[src/rtl/proc_pkg.sv]
//------------------------------------------------------------------------------
// Module      : proc_pkg
// Description : Shared opcodes, instruction width and sequencer state encoding.
// Revision    : 1.0 - initial release
//------------------------------------------------------------------------------
`default_nettype none

package proc_pkg;

  localparam int IW = 9;

  localparam logic [2:0] OP_BR   = 3'b111;
  localparam logic [2:0] OP_BRC  = 3'b110;
  localparam logic [2:0] OP_HALT = 3'b101;

  typedef enum logic [1:0] {
    S_IDLE  = 2'd0,
    S_START = 2'd1,
    S_RUN   = 2'd2,
    S_DONE  = 2'd3
  } state_t;

endpackage

`default_nettype wire

[src/rtl/branch_decode.sv]
//------------------------------------------------------------------------------
// Module      : branch_decode
// Description : Combinational decode of one instruction word into branch/halt.
// Revision    : 1.0 - initial release
//------------------------------------------------------------------------------
`default_nettype none

module branch_decode
  import proc_pkg::*;
#(
  parameter int IW_P = proc_pkg::IW
) (
  input  logic [IW_P-1:0] instr,
  input  logic            cond,
  output logic            is_branch,
  output logic            dir,
  output logic [4:0]      off,
  output logic            is_halt
);

  logic [2:0] w_op;

  assign w_op      = instr[8:6];
  assign dir       = instr[5];
  assign off       = instr[4:0];
  assign is_branch = (w_op == OP_BR) || ((w_op == OP_BRC) && cond);
  // HALT needs the whole operand field clear; 101 with any other operand is a no-op
  assign is_halt   = (w_op == OP_HALT) && (instr[5:0] == 6'd0);

endmodule

`default_nettype wire

[src/rtl/fetch_branch_ctrl.sv]
//------------------------------------------------------------------------------
// Module      : fetch_branch_ctrl
// Description : Program-counter sequencer: start/run/done handshake, branch
//               strobes, dynamic instruction count. Optional taken-branch
//               statistics enabled by defining BRANCH_STATS_EN.
// Revision    : 1.0 - initial release
//------------------------------------------------------------------------------
`default_nettype none

module fetch_branch_ctrl
  import proc_pkg::*;
#(
  parameter int               IW         = proc_pkg::IW,
  parameter int               CNT_W      = 16,
  parameter logic [CNT_W-1:0] MAX_CYCLES = 16'hFFFF
) (
  input  logic             clock_i,
  input  logic             reset_i,
  input  logic             go_i,
  input  logic [7:0]       startadd_i,
  input  logic [7:0]       pc_i,
  input  logic [IW-1:0]    instr_i,
  input  logic             cond_i,
  output logic             start_o,
  output logic [7:0]       startadd_o,
  output logic             branchf_o,
  output logic             branchb_o,
  output logic [7:0]       target_o,
  output logic             busy_o,
  output logic             done_o,
  output logic             timeout_o,
  output logic [CNT_W-1:0] dyn_count_o,
  output logic [CNT_W-1:0] taken_count_o
);

  localparam logic [CNT_W-1:0] C_LIMIT = MAX_CYCLES - CNT_W'(1);

  state_t           r_state;
  logic             r_start;
  logic             r_busy;
  logic             r_done;
  logic             r_timeout;
  logic [7:0]       r_startadd;
  logic [CNT_W-1:0] r_dyn_count;

  logic       w_is_branch;
  logic       w_dir;
  logic [4:0] w_off;
  logic       w_is_halt;
  logic       w_run;
  logic       w_taken;
  logic       w_go;
  logic       w_pc_unused;

  branch_decode #(
    .IW_P (IW)
  ) u_decode (
    .instr     (instr_i),
    .cond      (cond_i),
    .is_branch (w_is_branch),
    .dir       (w_dir),
    .off       (w_off),
    .is_halt   (w_is_halt)
  );

  assign w_run       = (r_state == S_RUN);
  assign w_taken     = w_run && w_is_branch;
  assign w_go        = go_i && ((r_state == S_IDLE) || (r_state == S_DONE));
  // The PC value is only observed through instr_i; the port exists for the PC hookup
  assign w_pc_unused = ^pc_i;

  always_ff @(posedge clock_i) begin
    if (reset_i) begin
      r_state     <= S_IDLE;
      r_start     <= 1'b0;
      r_busy      <= 1'b0;
      r_done      <= 1'b0;
      r_timeout   <= 1'b0;
      r_startadd  <= 8'd0;
      r_dyn_count <= '0;
    end else begin
      case (r_state)
        S_IDLE, S_DONE: begin
          if (go_i) begin
            r_state     <= S_START;
            r_start     <= 1'b1;
            r_busy      <= 1'b1;
            r_done      <= 1'b0;
            r_timeout   <= 1'b0;
            r_startadd  <= startadd_i;
            r_dyn_count <= '0;
          end
        end
        S_START: begin
          r_state <= S_RUN;
          r_start <= 1'b0;
        end
        S_RUN: begin
          if (!(&r_dyn_count)) r_dyn_count <= r_dyn_count + CNT_W'(1);
          // HALT takes precedence so a program ending exactly at the limit is not a timeout
          if (w_is_halt || (r_dyn_count == C_LIMIT)) begin
            r_state   <= S_DONE;
            r_busy    <= 1'b0;
            r_done    <= 1'b1;
            r_timeout <= !w_is_halt;
          end
        end
        default: r_state <= S_IDLE;
      endcase
    end
  end

`ifdef BRANCH_STATS_EN
  logic [CNT_W-1:0] r_taken_count;

  always_ff @(posedge clock_i) begin
    if (reset_i || w_go) r_taken_count <= '0;
    else if (w_taken && !(&r_taken_count)) r_taken_count <= r_taken_count + CNT_W'(1);
  end

  assign taken_count_o = r_taken_count;
`else
  logic w_go_unused;
  assign w_go_unused   = w_go;
  assign taken_count_o = '0;
`endif

  assign start_o     = r_start;
  assign startadd_o  = r_startadd;
  assign busy_o      = r_busy;
  assign done_o      = r_done;
  assign timeout_o   = r_timeout;
  assign dyn_count_o = r_dyn_count;
  assign branchf_o   = w_taken && !w_dir;
  assign branchb_o   = w_taken && w_dir;
  assign target_o    = w_taken ? {3'b000, w_off} : 8'd0;

endmodule

`default_nettype wire

[config.mk]
export PLATFORM = sky130hd
export DESIGN_NAME = fetch_branch_ctrl
export DESIGN_NICKNAME = d
export VERILOG_FILES = /design/src/rtl/proc_pkg.sv /design/src/rtl/branch_decode.sv /design/src/rtl/fetch_branch_ctrl.sv
export SDC_FILE = /design/constraint.sdc
export NUM_CORES = 1
export LEC_CHECK = 0
export CORE_ASPECT_RATIO = 0.5
export CORE_MARGIN = 2
export CORE_UTILIZATION = 56
export DETAILED_ROUTE_END_ITERATION = 10
export DONT_BUFFER_PORTS = 1
export PLACE_DENSITY = 0.8
export SYNTH_ARGS = -nofsm -noshare
export SYNTH_HDL_FRONTEND = slang
export SYNTH_SLANG_ARGS = --single-unit
[constraint.sdc]
create_clock -name clock_i -period 2.08 [get_ports clock_i]
set_input_delay 0.416 -clock clock_i [delete_from_list [all_inputs] [get_ports clock_i]]
set_output_delay 0.416 -clock clock_i [all_outputs]
set_load 0.02 [all_outputs]
==> impl_metrics.tcl <==
set metrics [dict create \
    status "completed" \
    ir_drop_v 0.000538 \
    worstHoldPathCells 1 \
    power_density_nw_per_um2 1030 \
    reg2reg_from "r_state[0]" \
    synth_top_area_share_pct 35.4 \
    seq_area_frac_synth_pct 35.4 \
    cp-end-kind "output port" \
    grt_max_degree 24 \
    synthArstFlopShare_pct 0 \
    start_kind "flip-flop" \
    critPathKind "flip-flop to output port" \
    avgSynthCellArea_um2 8.12 \
    clk_latency_ps 300 \
    core_area_um2 2940 \
    die_area_um2 3510 \
    numCtsBuffers 5 \
    io-pin-count 83 \
    ys_ff_latch 30 \
    cts_max_path_buffers 2 \
    crit_buf_inv 2 \
    worstPathCellList "inv_1, ha_1, o2111a_1, nor2b_1, buf_4" \
    slew-limit-headroom_pct 66.7 \
    reg2reg_to "dyn_count_o[5]" \
    drtIter0Drc 67 \
    crit_slowest_cell "dfxtp_1" \
    via_per_inst 5.56 \
    synth.distinct_cells 43 \
    tritoncts "done" \
    grt_pass1_wl_mm 5.71 \
    wl_per_cell_um 13.6 \
    cts_root_buffer "clkbuf_8" \
    gp_congestion 0.882 \
    ff2ff_setup_slack_ps 100 \
    cts_max_level 2 \
    antenna_found_initial 0 \
    io_buffers 0 \
    vias 1528 \
    critical-path-max-stage-delay_ps 330 \
    worstPathArrival_ps 1590 \
    drtAntennaViolNets 0 \
    worst_pin_slew_ps 485 \
    first_pass_iters 6 \
    drive_gt1_share_pct 17.4 \
    holdWs_ps 180 \
    final.period_utilization_pct 96.5 \
    post-synth-top-count-cell "nand2_1" \
    synthCells 209 \
    dp_cells 267 \
    finalSetupTns_ps 0 \
    power_mw 2.02 \
    drv_slew 0 \
    drc 0 \
    crit_family "flip-flops" \
    clock-sinks 30 \
    ys_warn_count 0 \
    hold_path_end "dyn_count_o[2]" \
    reg2reg_depth 7 \
    timing.fmax_mhz 498 \
    synth_area_um2 1700 \
    initial_core_util_pct 57.7 \
    grt_pass1_vias 1352 \
    nNetsFinal 268 \
    period_minus_slack_ps 2010 \
    die_y_um 42.9 \
    cp_max_fo 7 \
    timing.final.ws_setup_ps 72.8 \
    pre_cts_ws_ps 51.8 \
    postCtsHoldBufs 0 \
    min_from "reset_i" \
    hold_path_class "input port to flip-flop" \
    synthTopCellsByArea "dfxtp_1 35%, buf_4 8.4%, nand2_1 6.9%" \
    grt_overflow 0 \
    syn_to_final_growth_pct 15.0 \
    track_usage_pct 22.0 \
    finClkSkew_ps 6.65 \
    cap_violations 0 \
    ys.flop_type "dfxtp_1" \
    dieWidth_um 81.8 \
    worst_ep_required_time_ps 1660 \
    setup_viol 0 \
    clk_pin_slew_ps 70 \
    synth_edf_count 0 \
    hold_violations 0 \
    antenna_cells 0 \
    stdcell_count 275 \
    yosys-top-cells-count "31 x nand2_1, 30 x dfxtp_1, 19 x buf_4" \
    rsz0062_at_grt "yes" \
    drt_wl_total_mm 3.75 \
    power_leakage_nw 0.807 \
    yosysTopAreaCell "dfxtp_1" \
    rows 14 \
    hpwlAfterDp_mm 2.86 \
]
==> cells by family after synthesis <==
logic type               count (synthesis)  synth area share, %
adder cells (fa/ha/maj)                  5                 3.69
other                                    1                0.221
flip-flops                              30                 35.4
multiplexers                             4                 2.65
AND/OR/NAND/NOR                         90                 26.8
buffers and inverters                   32                 11.3
AO/OA/AOI/OAI                           39                 15.8
XOR/XNOR                                 8                 4.13
==> worst max path at each step <==
stage	startpoint	endpoint	slack, ps	cells after the start
5_1_grt	r_state[0]	dyn_count_o[13]	-20	8
3_3_place_gp	instr_i[3]	r_state[0]	60	5
6_report	r_state[0]	branchf_o	70	5
3_5_place_dp	instr_i[3]	r_state[0]	50	5
4_1_cts	r_state[0]	branchf_o	60	5
2_1_floorplan	instr_i[3]	r_state[0]	90	5
==> area by class of cell <==
type | instances | area [µm²]
fillers | 252 | 991
repair buffers | 25 | 188
inverters | 7 | 26.3
clock inverters | 3 | 40.0
well taps | 40 | 50.0
clock buffers | 5 | 68.8
flip-flops and latches | 30 | 601
multi-input cells | 165 | 978
==> state kept, by name, indices dropped and copies added (netlist names) <==
name         flops
startadd_o       8
dyn_count_o     16
done_o           1
r_state          2
busy_o           1
start_o          1
timeout_o        1
==> layer usage <==
layer,share of wire [%],vias to the layer above,wire length [µm],global-route usage (%)
li1,-,742,-,-
met3,8.9,9,333,7.45
met4,2.1,0,80,13.0
met1,42,700,1570,24.6
met5,0,-,0,0
met2,47,77,1770,36.4
==> timing repair <==
action | CTS | global route
resized for setup | 0 | 1
endpoints found under the setup margin | 0 | 4
buffers inserted | 0 | 0
==> where the power goes <==
part | leakage [nW] | switching (mW) | internal [mW]
sequential | 0.244 | 0.105 | 0.649
clock | 0.0579 | 0.228 | 0.352
combinational | 0.505 | 0.404 | 0.278
total | 0.807 | 0.737 | 1.28
==> through the flow <==
step	util, %	area, µm²
3_5_place_dp	62.4	1840
3_3_place_gp	62.4	1840
4_1_cts	66.1	1950
2_1_floorplan	-	1760
6_report	66.3	1950
5_1_grt	66.3	1950
==> cell usage in the layout (no fill, tap or decap), drive strengths merged, types with 3 or more instances in the layout <==
cell type and n:
mux2i 3, a21oi 15, conb 19, buf 25, and2 10, xor2 7
nand3 10, clkbuf 5, and3 3, nand4 4, or4 3, o21ai 5
and4 3, ha 5, nor2 17, nand2 31, a31oi 5, dfxtp 30
inv 7
Power figures use the tool's default switching activity.
